<file path="src/rtl/acc_alu_pkg.sv">
// Shared op codes, FSM encoding and flag indices for the chunked accumulator ALU.
package acc_alu_pkg;

  typedef enum logic [2:0] {
    OP_ADD   = 3'b000,
    OP_SUB   = 3'b001,
    OP_ADC   = 3'b010,
    OP_SBB   = 3'b011,
    OP_AND   = 3'b100,
    OP_OR    = 3'b101,
    OP_XOR   = 3'b110,
    OP_PASSB = 3'b111
  } op_e;

  typedef enum logic {
    ST_IDLE = 1'b0,
    ST_BUSY = 1'b1
  } state_e;

  localparam int FLAG_C    = 0;
  localparam int FLAG_Z    = 1;
  localparam int FLAG_N    = 2;
  localparam int FLAG_V    = 3;
  localparam int NUM_FLAGS = 4;

  // Carry seeded into the first chunk; SBB/ADC chain on the previous op's cf.
  function automatic logic cin_for(input op_e op, input logic cf);
    case (op)
      OP_SUB:         return 1'b1;
      OP_ADC, OP_SBB: return cf;
      default:        return 1'b0;
    endcase
  endfunction

endpackage

</file>
<file path="src/rtl/alu_chunk.sv">
// Combinational CHUNK-bit add/sub/logic slice; zero latency, no flow control.
// ACC_ALU_SIGNED_FLAGS_EN keeps the carry-into-MSB tap used for signed overflow.
module alu_chunk
  import acc_alu_pkg::*;
#(
  parameter int CHUNK = 4
) (
  input  logic [CHUNK-1:0] a,
  input  logic [CHUNK-1:0] b,
  input  op_e              op,
  input  logic             cin,
  output logic [CHUNK-1:0] y,
  output logic             cout,
  output logic             c_msb_in
);

  logic [CHUNK-1:0] bx;
  logic [CHUNK:0]   sum;

  // op[0] selects inversion for SUB/SBB; only meaningful on the arithmetic ops.
  assign bx  = b ^ {CHUNK{op[0]}};
  assign sum = {1'b0, a} + {1'b0, bx} + {{CHUNK{1'b0}}, cin};

  always_comb begin
    y    = '0;
    cout = 1'b0;
    case (op)
      OP_ADD, OP_SUB, OP_ADC, OP_SBB: begin
        y    = sum[CHUNK-1:0];
        cout = sum[CHUNK];
      end
      OP_AND:   y = a & b;
      OP_OR:    y = a | b;
      OP_XOR:   y = a ^ b;
      OP_PASSB: y = b;
      default:  y = '0;
    endcase
  end

`ifdef ACC_ALU_SIGNED_FLAGS_EN
  assign c_msb_in = sum[CHUNK-1] ^ a[CHUNK-1] ^ bx[CHUNK-1];
`else
  assign c_msb_in = 1'b0;
`endif

endmodule

</file>
<file path="src/rtl/acc_alu_seq.sv">
// Accumulator ALU computing A <= A op B one CHUNK per clock; start->done = WIDTH/CHUNK cycles.
// Commands accepted only while ready; ACC_ALU_SIGNED_FLAGS_EN enables nf/vf.
module acc_alu_seq
  import acc_alu_pkg::*;
#(
  parameter int WIDTH = 8,
  parameter int CHUNK = 4
) (
  input  logic             clk,
  input  logic             rst,
  input  logic [WIDTH-1:0] bus_in,
  input  logic             load_a,
  input  logic             load_b,
  input  logic             start,
  input  logic [2:0]       op,
  input  logic             out_en,
  output logic [WIDTH-1:0] bus_out,
  output logic             bus_oe,
  output logic             ready,
  output logic             done,
  output logic             cf,
  output logic             zf,
  output logic             nf,
  output logic             vf
);

  localparam int N  = WIDTH / CHUNK;
  localparam int IW = (N > 1) ? $clog2(N) : 1;

  state_e               state, state_nxt;
  op_e                  op_q;
  logic [WIDTH-1:0]     a_q, b_q, s_q, res;
  logic [IW-1:0]        idx;
  logic                 carry_q, zacc_q, done_q;
  logic [NUM_FLAGS-1:0] flags_q;
  logic [CHUNK-1:0]     a_ch, b_ch, y_ch;
  logic                 cout_ch, cmsb_ch;
  logic                 load_any, last, arith;

  assign load_any = load_a | load_b;
  assign last     = (idx == IW'(N - 1));
  assign arith    = ~op_q[2];
  assign a_ch     = a_q[idx*CHUNK +: CHUNK];
  assign b_ch     = b_q[idx*CHUNK +: CHUNK];

  alu_chunk #(.CHUNK(CHUNK)) u_chunk (
    .a        (a_ch),
    .b        (b_ch),
    .op       (op_q),
    .cin      (carry_q),
    .y        (y_ch),
    .cout     (cout_ch),
    .c_msb_in (cmsb_ch)
  );

  // Full result as it would stand after this edge: finished chunks plus the live one.
  always_comb begin
    res                    = s_q;
    res[idx*CHUNK +: CHUNK] = y_ch;
  end

  always_comb begin
    state_nxt = state;
    case (state)
      ST_IDLE: if (start && !load_any) state_nxt = ST_BUSY;
      ST_BUSY: if (last) state_nxt = ST_IDLE;
      default: state_nxt = ST_IDLE;
    endcase
  end

  always_ff @(posedge clk or posedge rst) begin
    if (rst) state <= ST_IDLE;
    else     state <= state_nxt;
  end

  always_ff @(posedge clk or posedge rst) begin
    if (rst) begin
      a_q     <= '0;
      b_q     <= '0;
      s_q     <= '0;
      idx     <= '0;
      op_q    <= OP_ADD;
      carry_q <= 1'b0;
      zacc_q  <= 1'b1;
      done_q  <= 1'b0;
      flags_q <= '0;
    end else begin
      done_q <= 1'b0;
      case (state)
        ST_IDLE: begin
          if (load_any) begin
            if (load_a) a_q <= bus_in;
            if (load_b) b_q <= bus_in;
          end else if (start) begin
            op_q    <= op_e'(op);
            carry_q <= cin_for(op_e'(op), flags_q[FLAG_C]);
            zacc_q  <= 1'b1;
            idx     <= '0;
          end
        end
        ST_BUSY: begin
          s_q     <= res;
          carry_q <= cout_ch;
          zacc_q  <= zacc_q & ~|y_ch;
          idx     <= idx + 1'b1;
          if (last) begin
            a_q             <= res;
            idx             <= '0;
            done_q          <= 1'b1;
            flags_q[FLAG_C] <= arith & cout_ch;
            flags_q[FLAG_Z] <= zacc_q & ~|y_ch;
`ifdef ACC_ALU_SIGNED_FLAGS_EN
            flags_q[FLAG_N] <= res[WIDTH-1];
            flags_q[FLAG_V] <= arith & (cmsb_ch ^ cout_ch);
`else
            flags_q[FLAG_N] <= 1'b0;
            flags_q[FLAG_V] <= cmsb_ch;
`endif
          end
        end
        default: ;
      endcase
    end
  end

  assign bus_out = a_q;
  assign ready   = (state == ST_IDLE);
  assign bus_oe  = out_en & ready;
  assign done    = done_q;
  assign cf      = flags_q[FLAG_C];
  assign zf      = flags_q[FLAG_Z];
  assign nf      = flags_q[FLAG_N];
  assign vf      = flags_q[FLAG_V];

endmodule
</file>
<file path="config.mk">
export PLATFORM = sky130hd
export DESIGN_NAME = acc_alu_seq
export DESIGN_NICKNAME = d
export VERILOG_FILES = /design/src/rtl/acc_alu_pkg.sv /design/src/rtl/alu_chunk.sv /design/src/rtl/acc_alu_seq.sv
export SDC_FILE = /design/constraint.sdc
export NUM_CORES = 1
export LEC_CHECK = 0
export BUFFER_PORTS_ARGS = -buffer_cell sky130_fd_sc_hd__buf_2
export CAP_MARGIN = 15
export CELL_PAD_IN_SITES_DETAIL_PLACEMENT = 1
export CELL_PAD_IN_SITES_GLOBAL_PLACEMENT = 2
export CORE_ASPECT_RATIO = 1.75
export CORE_MARGIN = 2
export CORE_UTILIZATION = 35
export DETAILED_ROUTE_END_ITERATION = 8
export PLACE_DENSITY_LB_ADDON = 0.1
export REMOVE_ABC_BUFFERS = 1
export SLEW_MARGIN = 25
export SYNTH_ARGS = -nofsm -noshare
export SYNTH_HDL_FRONTEND = slang
export SYNTH_SLANG_ARGS = --single-unit
</file>
<file path="constraint.sdc">
create_clock -name clk -period 3.3 [get_ports clk]
set_input_delay 0.66 -clock clk [delete_from_list [all_inputs] [get_ports clk]]
set_output_delay 0.66 -clock clk [all_outputs]
set_load 0.01 [all_outputs]
</file>
==> metrics.txt, run 1 <==
outcome=finished, final reports clean; syn avg cell area=9.86 µm²; Total Wirelength=5.04 mm; fin area=2280 µm²; hpwl dp=around 4 mm; drc violations=0; asr flop ratio synth=100%; die width=61.0 µm; Non-Filler Instances=between 300 and 400; growth of design area from synthesis to finish=14.4%; number of clock sinks=30; initial antenna violation count=0; first-pass GRT wire length=about 8.5 mm; Via Count=about 1500; CP required=about 3.5 ns; post-CTS setup buffers=0; H-tree levels=2; hold slack=0.436 ns; I/O pins=32; filler instances=around 650; post-synthesis cell type count=42; crit path max fanout=18; yosys warns=0; Max Cap Violations=0; DR vias/cell=5.00; Hold Crit Class=in2async; Slew Viols, Final=0; die area=6330 µm²; maximum vdd ir drop=386 µV; clk_skew=between 0.01 and 0.015 ns; top cells by area, synth=dfrtp_1 36%, ha_1 7.5%, mux2_2 5.7%, mux2i_4 4.5%, nand2_1 3.8%; core area=about 5500 µm²; Tot GR Track Use=18.2%; vias in the first global route=about 1700; Peak Freq=about 350 MHz; # diodes=0; RSZ-0062 raised after global routing=false; register area share after synthesis=37.8%; crit share post-route=85.5%; ys flop type=dfrtp_1; cts bufs inserted=5; Synth Register Bits=30; Placed Instance Area=2180 µm²; CP Launch Type=register; Post-Syn Instances=202; Worst Tran Pin Value=0.885 ns; clk slew on worst S/H paths=~0.07 ns; kind of critical path=reg2reg; Final ANT Viol Nets=0; post-layout min period=2.82 ns; Buffers on Ports=29; Cell Area, Synth=1990 µm²; CTS tree=yes; Lkg Pwr=roughly 1.0 nW; root buf cell=clkbuf_8; Final #Nets=260; Initial Utilization=36.0%; Slew Limit Headroom=40.9%; area share of the largest cell type after synthesis=36.4%; crit path DAT=3.04 ns; Fin Setup TNS=0 ns; CP Capture Type=register; CTS Buffer Depth=2; Core Rows=36; die extent in y=roughly 100 µm; final number of setup-violating endpoints=0; layout cells sized above 1=27.0%; largest area contributor in the synthesized netlist=dfrtp_1; Skew-Pair Late Insertion Delay=approximately 0.29 ns; number of synthesized flops with an enable pin=0; pin count of the biggest net entering global routing=31; flip-flop and latch area=752 µm²; Initial DRT Pass Iterations=4; hold_buf cts=0; PostCTS Resize Cnt=0; Iteration-0 DRC Markers=19; routed length per instance=16.5 µm; final hold violations=0; GRT overflow=0; total power=2.85 mW; area of the multi-input gates=1100 µm²; Power Density=1250 nW/µm²; Inst Count DP=approximately 300; GP Congestion=between 0.8 and 0.9
-- cell type report --
class                      instances  share of cell area (%)
timing repair buffer              33                    7.68
clock buffer                       6                    3.62
multi-input combinational        142                    48.2
clock inverter                     2                   0.549
inverter                          17                    2.80
sequential                        30                    33.0
tap                               76                    4.17
-- logic make-up after synthesis --
family / Yosys count / synth area share [%]
other: 1 / 0.188
buffers and inverters: 31 / 7.29
DFF: 30 / 37.8
muxes: 17 / 11.7
AOI/OAI and AO/OA: 45 / 16.3
and+or+nand+nor: 59 / 15.0
adders and majority gates: 14 / 9.55
xor gates and xnor gates: 5 / 2.20
-- registers in the layout (all words and copies together), names as in the netlist --
register,flops
b_q,8
bus_out,8
carry_q,1
done,1
flags_q,2
idx,1
op_q,3
s_q,4
state,1
zacc_q,1
-- layer usage --
layer / global-route usage, % / up-vias / part of all wire, %
met3: 3.12 / 5 / 2.0
li1: - / 739 / -
met2: 31.6 / 18 / 57
met4: 5.59 / 0 / 1.6
met1: 21.7 / 769 / 40
met5: 0 / - / 0
-- critical path, stage by stage (launching register included) --
cell	delay [ns]
dfrtp_1	0.48
buf_4	0.32
mux2i_4	0.32
xnor2_1	0.18
inv_1	0.09
fa_1	0.43
xor2_1	0.17
nor2_1	0.06
a311oi_2	0.35
nand4_1	0.16
a21oi_1	0.19
-- synthesized netlist by cell type, types with 2 or more instances --
library cell and instances:
mux2i_4 4, nor2b_1 10, fa_1 2, mux2_2 10
dfrtp_1 29, o21ai_1 2, a221o_1 2, mux2i_1 3
inv_1 17, and2_1 6, buf_2 4, o21ai_0 10
nor2_1 8, a31oi_1 4, clkbuf_1 5, nand2b_1 9
xnor2_1 3, a21oi_1 6, buf_4 2, a211oi_1 7
o32ai_2 2, nor3_1 2, nor3b_1 2, xor2_1 2
nand2_1 20, a21o_1 3, ha_1 12, buf_6 2
-- final timing paths --
path	slack, ns	startpoint	to	cells past startpoint
max in group asynchronous	2.54	rst	zacc_q	3
max	0.48	idx	zacc_q	10
min in group clk	0.50	s_q[3]	s_q[3]	2
min reg2reg	0.50	s_q[3]	s_q[3]	2
max reg2reg	0.48	idx	zacc_q	10
min	0.44	rst	done	3
-- report_power, final --
group / total [mW] / switching [mW] / internal, mW
sequential: 0.736 / 0.184 / 0.552
combinational: 1.79 / 0.989 / 0.798
clock: 0.325 / 0.158 / 0.168
total: 2.85 / 1.33 / 1.52
-- layout by cell type (no fill, tap or decap), types with 7 or more instances in the layout --
master / count
buf_2: 29
o21ai_0: 10
mux2_2: 10
a211oi_1: 7
inv_1: 17
nand2b_1: 9
nor2b_1: 10
ha_1: 12
nand2_1: 20
dfrtp_1: 29
nor2_1: 8
-- metrics by stage --
step | util (%) | setup slack, ns
final | 41.1 | 0.477
after global routing | 41.1 | 0.171
after CTS | 41.1 | 0.436
after detailed placement | 39.4 | 0.466
after global placement | 39.4 | 0.585
after floorplan | - | 0.332
Note: power is estimated with default switching activity, not from simulation.
==> run 2, diff against run 1 <==
--- a/config.mk
+++ b/config.mk
@@ -9,11 +9,9 @@
 export CAP_MARGIN = 15
 export CELL_PAD_IN_SITES_DETAIL_PLACEMENT = 1
 export CELL_PAD_IN_SITES_GLOBAL_PLACEMENT = 2
-export CORE_ASPECT_RATIO = 1.75
-export CORE_MARGIN = 2
 export CORE_UTILIZATION = 35
 export DETAILED_ROUTE_END_ITERATION = 8
-export PLACE_DENSITY_LB_ADDON = 0.1
+export PLACE_DENSITY_LB_ADDON = 0.12
 export REMOVE_ABC_BUFFERS = 1
 export SLEW_MARGIN = 25
 export SYNTH_ARGS = -nofsm -noshare
==> metrics.txt, run 2 (same netlist as run 1, synthesis figures left out) <==
outcome=finished, final reports clean; CTS Buffer Depth=2 (unchanged); die area=6000 µm² (-5.3%); layout cells sized above 1=26.3% (-0.64 points); Hold Crit Class=reg2reg; Inst Count DP=293 (-1.7%); die extent in y=77.4 µm (-25%); root buf cell=clkbuf_8; worst path buffer plus inverter count=0 (-2); Setup WS pre-CTS=0.412 ns (-0.0548 ns); Via Count=1521 (-0.65%); PostCTS Resize Cnt=0 (unchanged); critical-path cell list=mux2i_4, xor2_1, fa_1, fa_1, xor2_1, nor2_1, a311oi_2, nand4_1, a21oi_1; hold_buf cts=0 (unchanged); Worst Tran Pin Value=0.898 ns (+0.0128 ns); DR vias/cell=5.07 (+1.3%); crit share post-route=86.7% (+1.2 points); CTS tree=yes; # diodes=0 (unchanged); kind of critical path=reg2reg; CP max stage delay=0.56 ns (+0.08 ns); CP Capture Type=register; CP required=3.51 ns (about the same); post-CTS setup buffers=0 (unchanged); routed length per instance=16.2 µm (-1.6%); Non-Filler Instances=300 (-2.0%); RSZ-0062 raised after global routing=false; most frequent cells in the layout=29 x dfrtp_1, 29 x buf_2, 20 x nand2_1; Tot GR Track Use=18.3% (+0.081 points); Max Cap Violations=0 (unchanged); Lkg Pwr=1.05 nW (+0.49%); Skew-Pair Late Insertion Delay=0.28 ns (about the same); Endpoint, Worst Hold=s_q[1]; Initial Utilization=36.2% (+0.22 points); Core Util, Final=41.5% (+0.34 points); initial antenna violation count=0 (unchanged); crit path max fanout=7 (-11); vias in the first global route=1633 (-4.8%); growth of design area from synthesis to finish=14.7%; clk slew on worst S/H paths=0.06 ns (about the same); Iteration-0 DRC Markers=59 (+40); maximum vdd ir drop=391 µV (+1.4%); hpwl dp=3.77 mm (-5.5%); Final #Nets=259 (-0.38%); crit-path leading delay family=adder cells; Slew Viols, Final=0 (unchanged); Total Wirelength=4.86 mm (-3.5%); worst hold path startpoint=s_q[1]; final hold violations=0 (unchanged); RR Endpoint=zacc_q; GRT overflow=0 (unchanged); clk_skew=0.00138 ns (-0.00951 ns); hold path depth=2; I/O pins=32 (unchanged); Core Rows=27 (-25%); core area=5510 µm² (-0.61%); first-pass GRT wire length=8.35 mm (-1.9%); number of clock sinks=30 (unchanged); Fin Setup TNS=0 ns (unchanged); Initial DRT Pass Iterations=4 (unchanged); crit path DAT=3.07 ns (+0.03 ns); post-layout min period=2.86 ns (+0.0399 ns); R2R Setup Slk=0.44 ns (-0.04 ns); cts bufs inserted=5 (unchanged); Power Density=1270 nW/µm² (+1.4%); Peak Freq=349 MHz (-1.4%); Final ANT Viol Nets=0 (unchanged); Slew Limit Headroom=40.0% (-0.85 points); Reg2Reg Launch Point=idx; die width=77.4 µm (+27%); worst reg2reg path depth=9 (-1); drc violations=0 (unchanged); final number of setup-violating endpoints=0 (unchanged); H-tree levels=2 (unchanged); pin count of the biggest net entering global routing=24 (-23%); Crit. Startpoint=idx; GP Congestion=0.793 (-2.8%); Buffers on Ports=29 (unchanged); CP Launch Type=register; post-route setup slack=0.437 ns (-0.0399 ns); Crit-path slowest cell=dfrtp_1
run 2: worst min-delay path: cells and delay by family, from the launching register on:
family          cells  cell delay [ns]
simple gates        1             0.05
flops               1             0.34
compound gates      1             0.06
run 2: report_power, final:
group	total, mW	switching (mW)	internal (mW)
clock	0.383	0.141	0.241
sequential	0.782	0.230	0.552
combinational	1.73	0.936	0.794
total	2.89	1.31	1.59
run 2: per-stage QoR:
stage	power, mW	instance area [µm²]	hold slack [ns]
final	2.89	2280	0.491
after global routing	3.20	2280	0.532
after CTS	2.94	2280	0.491
after detailed placement	2.54	2170	0.476
after global placement	2.46	2170	0.467
after floorplan	2.02	1910	0.450
run 2: routing by layer:
metal / vias up / global-route usage, % / share of wire, %
met5: - / 0 / 0
met4: 0 / 5.09 / 1.3
met3: 9 / 3.65 / 2.8
met2: 30 / 31.7 / 50
met1: 748 / 22.9 / 46
li1: 734 / - / -
run 2: worst max path at each step:
stage,end,slack (ns),cells past startpoint
2_1_floorplan,zacc_q,0.33,9
3_3_place_gp,zacc_q,0.52,9
3_5_place_dp,zacc_q,0.41,9
4_1_cts,zacc_q,0.41,9
5_1_grt,zacc_q,0.24,9
6_report,zacc_q,0.44,9
run 2: final cells by class:
| class | instances | area (µm²) |
|---|---|---|
| Clock buffer | 6 | 82.6 |
| Clock inverter | 1 | 30.0 |
| Fill cell | 626 | 3220 |
| Inverter | 17 | 63.8 |
| Multi-Input combinational cell | 142 | 1100 |
| Sequential cell | 30 | 752 |
| Tap cell | 72 | 90.1 |
| Timing Repair Buffer | 32 | 168 |
